--- src/rtl/simmem_pkg.sv ---
// Shared widths, row-buffer timing costs and scheduler types for the simmem
// single-bank memory model.
package simmem_pkg;

    localparam int unsigned AxAddrWidth            = 16;
    localparam int unsigned AxLenWidth             = 8;
    localparam int unsigned ReadDataBankAddrWidth  = 5;
    localparam int unsigned WriteRespBankAddrWidth = 5;
    localparam int unsigned RowBufferLenWidth      = 8;
    localparam int unsigned RowIdxWidth            = AxAddrWidth - RowBufferLenWidth;

    localparam int unsigned RowHitCost       = 10;
    localparam int unsigned PrechargeCost    = 50;
    localparam int unsigned ActivationCost   = 45;
    localparam int unsigned ServiceCostWidth = 10;

    localparam int unsigned ReleaseIidWidth = ReadDataBankAddrWidth;

    typedef enum logic [1:0] {
        SCHED_IDLE,
        SCHED_SERVICE,
        SCHED_RELEASE
    } sched_state_e;

    typedef struct packed {
        logic                       is_write;
        logic [ReleaseIidWidth-1:0] iid;
    } release_tok_t;

    // Row index of a byte address within the single bank.
    function automatic logic [RowIdxWidth-1:0] row_of(input logic [AxAddrWidth-1:0] addr);
        return RowIdxWidth'(addr >> RowBufferLenWidth);
    endfunction

endpackage

--- src/rtl/simmem_rr_arbiter2.sv ---
// Two-requester round-robin arbiter; bit 0 is read, bit 1 is write.
// The last-grant pointer only advances when a grant is actually accepted.
module simmem_rr_arbiter2
    import simmem_pkg::*;
(
    input  logic       clk_i,
    input  logic       rst_i,
    input  logic [1:0] req_i,
    input  logic       en_i,
    input  logic       accept_i,
    output logic [1:0] grant_c
);

    logic last_write_q;

    always_comb begin
        grant_c = 2'b00;
        if (en_i) begin
            if (req_i == 2'b11) begin
                grant_c = last_write_q ? 2'b01 : 2'b10;
            end else begin
                grant_c = req_i;
            end
        end
    end

    // Reset favours read on the first tie.
    always_ff @(posedge clk_i) begin
        if (rst_i) begin
            last_write_q <= 1'b1;
        end else if (accept_i) begin
            last_write_q <= grant_c[1];
        end
    end

endmodule

--- src/rtl/simmem_rowbuf_scheduler.sv ---
// Serializes read/write address requests onto one DRAM bank, holding each for its
// row-buffer service latency before issuing a release token for its response.
module simmem_rowbuf_scheduler
    import simmem_pkg::*;
(
    input  logic                              clk_i,
    input  logic                              rst_i,
    input  logic                              raddr_valid_i,
    output logic                              raddr_ready_o,
    input  logic [AxAddrWidth-1:0]            raddr_addr_i,
    input  logic [AxLenWidth-1:0]             raddr_len_i,
    input  logic [ReadDataBankAddrWidth-1:0]  raddr_iid_i,
    input  logic                              waddr_valid_i,
    output logic                              waddr_ready_o,
    input  logic [AxAddrWidth-1:0]            waddr_addr_i,
    input  logic [AxLenWidth-1:0]             waddr_len_i,
    input  logic [WriteRespBankAddrWidth-1:0] waddr_iid_i,
    output logic                              release_valid_o,
    input  logic                              release_ready_i,
    output logic                              release_is_write_o,
    output logic [ReleaseIidWidth-1:0]        release_iid_o,
    output logic                              row_open_o,
    output logic [RowIdxWidth-1:0]            open_row_o,
    output logic                              busy_o
);

    sched_state_e                state_q, state_d;
    logic [ServiceCostWidth-1:0] count_q, base, cost;
    logic                        row_open_q;
    logic [RowIdxWidth-1:0]      open_row_q, req_row;
    release_tok_t                tok_q;
    logic [1:0]                  grant;
    logic                        accept, sel_write;
    logic [AxAddrWidth-1:0]      req_addr;
    logic [AxLenWidth-1:0]       req_len;
    logic [ReleaseIidWidth-1:0]  req_iid;

    simmem_rr_arbiter2 u_arb (
        .clk_i    (clk_i),
        .rst_i    (rst_i),
        .req_i    ({waddr_valid_i, raddr_valid_i}),
        .en_i     (state_q == SCHED_IDLE),
        .accept_i (accept),
        .grant_c  (grant)
    );

    assign raddr_ready_o = grant[0];
    assign waddr_ready_o = grant[1];
    assign accept        = |grant;
    assign sel_write     = grant[1];

    always_comb begin
        req_addr = sel_write ? waddr_addr_i : raddr_addr_i;
        req_len  = sel_write ? waddr_len_i  : raddr_len_i;
        req_iid  = sel_write ? ReleaseIidWidth'(waddr_iid_i) : ReleaseIidWidth'(raddr_iid_i);
        req_row  = row_of(req_addr);
    end

    // Service cost: hit, activate on a closed bank, or precharge+activate on a conflict.
    always_comb begin
        if (row_open_q && (req_row == open_row_q)) begin
            base = ServiceCostWidth'(RowHitCost);
        end else if (!row_open_q) begin
            base = ServiceCostWidth'(ActivationCost + RowHitCost);
        end else begin
            base = ServiceCostWidth'(PrechargeCost + ActivationCost + RowHitCost);
        end
        cost = base + ServiceCostWidth'(req_len);
    end

    always_ff @(posedge clk_i) begin
        if (rst_i) begin
            state_q <= SCHED_IDLE;
        end else begin
            state_q <= state_d;
        end
    end

    always_comb begin
        state_d = state_q;
        case (state_q)
            SCHED_IDLE:    if (accept) state_d = SCHED_SERVICE;
            SCHED_SERVICE: if (count_q == ServiceCostWidth'(1)) state_d = SCHED_RELEASE;
            SCHED_RELEASE: if (release_ready_i) state_d = SCHED_IDLE;
            default:       state_d = SCHED_IDLE;
        endcase
    end

    // Open-page policy: the row stays open until reset.
    always_ff @(posedge clk_i) begin
        if (rst_i) begin
            count_q    <= '0;
            row_open_q <= 1'b0;
            open_row_q <= '0;
            tok_q      <= '0;
        end else if (accept) begin
            count_q    <= cost;
            row_open_q <= 1'b1;
            open_row_q <= req_row;
            tok_q      <= '{is_write: sel_write, iid: req_iid};
        end else if (state_q == SCHED_SERVICE) begin
            count_q <= count_q - ServiceCostWidth'(1);
        end
    end

    assign release_valid_o    = (state_q == SCHED_RELEASE);
    assign release_is_write_o = tok_q.is_write;
    assign release_iid_o      = tok_q.iid;
    assign row_open_o         = row_open_q;
    assign open_row_o         = open_row_q;
    assign busy_o             = (state_q != SCHED_IDLE);

    a_tok_stable: assert property (@(posedge clk_i) disable iff (rst_i)
        (state_q == SCHED_RELEASE && !release_ready_i) |=> $stable(tok_q));

    a_one_ready: assert property (@(posedge clk_i) !(raddr_ready_o && waddr_ready_o));

endmodule

--- config.mk ---
export PLATFORM = sky130hd
export DESIGN_NAME = simmem_rowbuf_scheduler
export DESIGN_NICKNAME = d
export VERILOG_FILES = /design/src/rtl/simmem_pkg.sv /design/src/rtl/simmem_rr_arbiter2.sv /design/src/rtl/simmem_rowbuf_scheduler.sv
export SDC_FILE = /design/constraint.sdc
export NUM_CORES = 1
export LEC_CHECK = 0
export CAP_MARGIN = 10
export CELL_PAD_IN_SITES_DETAIL_PLACEMENT = 0
export CELL_PAD_IN_SITES_GLOBAL_PLACEMENT = 1
export CORE_MARGIN = 2
export CORE_UTILIZATION = 28
export CTS_BUF_LIST = sky130_fd_sc_hd__clkbuf_4
export DETAILED_ROUTE_END_ITERATION = 6
export PLACE_DENSITY_LB_ADDON = 0.1
export SLEW_MARGIN = 20
export SYNTH_ARGS = -nofsm -noshare
export SYNTH_HDL_FRONTEND = slang
export SYNTH_SLANG_ARGS = --single-unit
--- constraint.sdc ---
create_clock -name clk_i -period 4 [get_ports clk_i]
set_clock_uncertainty 0.05 [all_clocks]
set_input_delay 1 -clock clk_i [delete_from_list [all_inputs] [get_ports clk_i]]
set_output_delay 1 -clock clk_i [all_outputs]
set_load 0.005 [all_outputs]
==> Word-level counts from Yosys, hierarchy flattened <==
Index checks and enable logic that the tools add are counted.
W data, S select, Z words.
{ "totals": {"regBits": 28, "in_bits": 63, "output_inout_bits": 19, "wordCells": 37} }
{ "classes": {"n_addsub": 2, "n_eq_ne": 8, "n_mux": 14, "n_reduce_logical": 6} }
{ "ops": {"columns": ["operator", "count"], "rows": [
  ["$mux W10", 2],
  ["$mux W16", 1],
  ["$mux W7", 2],
  ["$mux W2", 6],
  ["$add A10 B8 Y10", 1],
  ["$eq A10 B1 Y1 const B", 1],
  ["$sub A10 B1 Y10 const B", 1],
  ["$eq A8 B8 Y1", 1],
  ["$mux W8", 1],
  ["$pmux W2 S3", 1],
  ["$mux W5", 1],
  ["$eq A2 B2 Y1 const B", 2],
  ["$ne A2 B2 Y1 const B", 2],
  ["$reduce_bool A2 Y1", 2],
  ["$reduce_and A3 Y1", 1],
  ["$eq A2 B1 Y1 const B", 1],
  ["$logic_not A2 Y1", 1],
  ["$ne A2 B1 Y1 const B", 1],
  ["$reduce_or A2 Y1", 1],
  ["$logic_and A1 B1 Y1", 1]
]} }

==> Longest topological paths before layout <==
{ "depth": {"ltp_word": 9, "mapped_depth": 18, "mapped_depth_nobuf": 17} }

==> Modules after synthesis <==
Synthesis repeated with hierarchy kept, for this count alone.
{ "hier_totals": {"cells_unflattened": 245, "hier_area_um2": 2019.4} }
{ "modules_own_cells": {"columns": ["module", "n_inst", "cells_each", "area_each_um2", "seq_area_each_um2"], "rows": [
  ["simmem_rowbuf_scheduler", 1, 236, 1954.4, 540.5],
  ["simmem_rr_arbiter2", 1, 9, 65.1, 20.0]
]} }

==> Worst setup path before layout <==
No wires, ideal clock.
{ "synth_timing": {"path_type": "input to register", "from": "input port raddr_valid_i", "to": "register count_q[8]", "setup_ns": 0.086, "t_arrival_ns": 3.799, "required_time_ns": 3.864, "path_slack_ns": 0.064, "path_stages": 16, "path_cell_list": "nand2_2 > nand3_4 > inv_2 > buf_6 > mux2i_1 > xnor2_1 > nor4_2 > a21oi_1 > fa_1 > nor2_1 > nand2_1 > o31a_1 > a221oi_2 > nor3_1 > nand2b_1 > a221oi_2"} }
{ "synth_between": {"elab_chain_cells": 9, "elab_cells_between_ends": 12, "cone_classes": "add/sub (1); eq/ne (2); mux (6); reduce/logical (3)"} }
{ "synth_lines": {"columns": ["item", "line_no", "source"], "rows": [
  ["start, declared", "simmem_rowbuf_scheduler.sv:8", "input logic raddr_valid_i,"],
  ["$eq A2 B2 Y1", "simmem_rr_arbiter2.sv:19", "if (req_i == 2'b11) begin"],
  ["$mux W2 *", "simmem_rr_arbiter2.sv:19", null],
  ["$mux W2 *", "simmem_rr_arbiter2.sv:18", "if (en_i) begin"],
  ["$mux W16", "simmem_rowbuf_scheduler.sv:53", "req_addr = sel_write ? waddr_addr_i : raddr_addr_i;"],
  ["$eq A8 B8 Y1", "simmem_rowbuf_scheduler.sv:61", "if (row_open_q && (req_row == open_row_q)) begin"],
  ["$logic_and A1 B1 Y1", "simmem_rowbuf_scheduler.sv:61", null],
  ["$mux W7", "simmem_rowbuf_scheduler.sv:61", null],
  ["$add A10 B8 Y10", "simmem_rowbuf_scheduler.sv:68", "cost = base + ServiceCostWidth'(req_len);"],
  ["$mux W10", "simmem_rowbuf_scheduler.sv:96", "end else if (accept) begin"],
  ["end signal, assigned", "simmem_rowbuf_scheduler.sv:97", "count_q <= cost;"],
  ["end signal, assigned", "simmem_rowbuf_scheduler.sv:102", "count_q <= count_q - ServiceCostWidth'(1);"],
  ["end, declared", "simmem_rowbuf_scheduler.sv:28", "logic [ServiceCostWidth-1:0] count_q, base, cost;"]
]} }
Every way passes the cells marked *; elsewhere a longest branch is shown, timed or not.
A chain may end at the register's enable or synchronous reset.

==> Final worst setup path <==
Same ends and word-level chain as after synthesis.

==> results.toml <==
[status]
status = "completed"

[timing]
relSlewSlack_pct = 50.99
worst_pin_slew_ns = 0.7329
finalMaxSlewViolations = 0
max_freq_ghz = 0.2646
final_hold_viol_count = 0
rsz0062_at_grt = "no"
fin_crit_sh_pct = 94.50
post-route-min-period_ns = 3.780
setup_tns_ns = 0
final-setup-viol-count = 0
setup_slack_ns = 0.2201

[worst_setup_path]
critPathRequiredTime_ns = 4.22
crit_slowest_cell = "nor4_4"
arrival_ns = 4.00
critPathLaunch = "raddr_valid_i"
startpoint_type = "primary input"
path_max_fanout = 6
cp_common_cell = "a221oi_2"
endpoint_kind = "register"
critPathBufInv = 2
crit_chain = "clkbuf_2 -> nand2_2 -> nand3_4 -> clkinv_8 -> mux2i_4 -> xnor2_2 -> nor4_4 -> a21oi_2 -> fa_2 -> nor2_2 -> nand2_1 -> o31a_1 -> a221oi_2 -> nor3_2 -> nand2b_4 -> a221oi_2"
crit_type = "primary input to register"
cpPeakStageDelay_ns = 0.37
crit_family = "simple AND/OR/NAND/NOR gates"
worstReg2RegStart = "state_q[0]$_SDFFE_PP0P_"

[floorplanning]
fp-row-count = 30
fp.dieH_um = 86.53
dieArea_um2 = 7487
ios = 82
core_um2 = 6681
start_util_pct = 28.54
fp.dieW_um = 86.53

[final_layout]
layout.nets = 400
antenna_cells = 0
utilization_pct = 46.18
syn2layout_area_growth_pct = 61.81
layout-drive-gt1-share_pct = 21.34
fillCellCount = 667
stdcell_count = 408

[placed_design]
place.gp.congestion = 0.7692
pre_cts_slack_ns = -0.6853
placed_cells = 400
dp_hpwl_um = 4080
io_buffers = 65

[route]
viasPerCell = 4.743
postRouteAntennaNets = 0
vias = 1935
wire_per_inst_um = 13.13
drc = 0
drt-total-wl_um = 5357
firstDrtPassIters = 4
drt-initial-drc-count = 54

[synthesis]
synth.distinct_cells = 47
synth_edf_count = 0
postSynthCellCount = 244
yosys_most_used_dff = "dfxtp_1"
ys_ff_latch = 28
synth.most_common_cell = "nand2_1"
synth_nets = 315
syn-cell-area_um2 = 1907
synthTopCellsByCount = "nand2_1, nor2_1, dfxtp_1, a21oi_1, xnor2_1"
synthArstFlopShare_pct = 0
ys_warn_count = 0
ys_seq_area_share_pct = 29.40
avgSynthCellArea_um2 = 7.815
yosys.area.top_type = "dfxtp_1"
synth_top_area_share_pct = 29.40
ys_top_cells_by_area = "dfxtp_1, nand2_1, nor2_1, xnor2_1, ha_1"

[cts]
insertion_delay_ns = 0.35
cts_tree = "yes"
root_buffer = "clkbuf_4"
cts.sinks = 28
clock_path_buffers = 2
clk_pin_slew_ns = 0.18
cts_max_level = 1
cts_buffers = 3

[grt]
grt_pass1_vias = 1879
gr-total-overflow = 0
grt_first_pass_wirelength_um = 8983
grt_max_degree = 18
grt_usage_pct = 14.97
antenna_found_initial = 0

[job]
drv_cap = 0

[power]
powerDensity_nw_per_um2 = 336.8
ir_worst_vdd_mv = 0.1482
power_leakage_nw = 1.208
total_power_mw = 1.039

[worst_hold_path]
hold_path.class = "register to register"
min_from = "count_q[3]$_SDFFE_PP0P_"
[layer usage]
layer	vias to the layer above	track usage (%)	share of wire (%)
met5	-	0	0
met4	0	2.131	0.65
met3	2	3.048	3.1
met2	25	27.06	52
met1	888	18.70	44
li1	1020	-	-
[cell type report]
| class | count | area [um2] | share of cell area (%) |
|---|---|---|---|
| inverters | 14 | 65.06 | 2.109 |
| flip-flops and latches | 28 | 560.5 | 18.17 |
| clock inverters | 1 | 30.03 | 0.9732 |
| repair inverters | 1 | 8.758 | 0.2839 |
| repair buffers | 91 | 835.8 | 27.09 |
| clock buffers | 3 | 22.52 | 0.7299 |
| multi-input cells | 190 | 1463 | 47.40 |
| well taps | 80 | 100.1 | 3.244 |
[power by group]
part / leakage (nW) / switching [mW] / internal (mW) / total [mW]
sequential: 0.232 / 0.0397 / 0.318 / 0.357
clock: 0.0279 / 0.0953 / 0.101 / 0.197
combinational: 0.948 / 0.227 / 0.258 / 0.485
total: 1.21 / 0.362 / 0.677 / 1.04
[layout by cell type, fill, tap and decap left out, types with 2 or more instances in the layout]
master	n
clkdlybuf4s50_1	63
nand2_1	39
nor2_1	33
dfxtp_1	28
buf_4	26
a21oi_1	14
inv_1	12
a211oi_1	11
mux2i_4	9
xnor2_2	8
xnor2_1	7
ha_1	6
xor2_1	5
a311oi_1	5
nor3_1	4
a31oi_1	3
o21ai_0	3
clkbuf_4	3
nor4_4	2
a21oi_2	2
nor2b_1	2
nand3b_1	2
o31a_1	2
nor4_1	2
nor2_2	2
nand3_1	2
a221oi_2	2
or3_1	2
clkbuf_2	2
[worst reg2reg max path: stages, from the launching register on]
cell      delay (ns)
dfxtp_1         0.39
nor2_4          0.22
nand3_4         0.18
clkinv_8        0.14
mux2i_4         0.28
xnor2_2         0.13
nor4_4          0.37
a21oi_2         0.13
fa_2            0.37
nor2_2          0.11
nand2_1         0.06
o31a_1          0.32
a221oi_2        0.30
nor3_2          0.10
nand2b_4        0.15
a221oi_2        0.20
[repair_timing]
item,in CTS,in global routing
pin swaps,11,14
hold buffers,0,0
gates cloned,1,0
endpoints found under the setup margin,5,3
buffers inserted,2,1
gates resized for setup,36,10
[path summary, 6_finish.rpt]
kind,to,slack (ns),cells after the start
max reg2reg,count_q[8]$_SDFFE_PP0P_,0.42,15
min reg2reg,count_q[3]$_SDFFE_PP0P_,0.45,1
min,count_q[3]$_SDFFE_PP0P_,0.45,1
max,count_q[8]$_SDFFE_PP0P_,0.22,16
[kinds of logic (layout without fill, tap and decap cells)]
kind of cell / after synthesis / in the layout / share of synthesized area (%)
multiplexers: 10 / 10 / 5.971
adder cells (fa/ha/maj): 9 / 9 / 6.168
AO/OA/AOI/OAI: 50 / 50 / 18.77
flip-flops: 28 / 28 / 29.40
XOR/XNOR: 20 / 20 / 9.186
AND/OR/NAND/NOR: 101 / 101 / 24.93
buffers and inverters: 26 / 110 / 5.577
[sequential cells by signal, summed over array words and instances (netlist names)]
name / count
u_arb.last_write_q: 1
count_q: 10
open_row_o: 8
release_is_write_o: 1
release_iid_o: 5
row_open_o: 1
state_q: 2
[metrics by stage]
step | area, um2 | hold WS [ns]
floorplan | 1907 | 0.4123
global route | 3085 | 0.4843
detailed placement | 2779 | 0.4194
CTS | 3047 | 0.4561
global placement | 2779 | 0.4112
finish | 3085 | 0.4521
(Power assumes the default switching activity.)
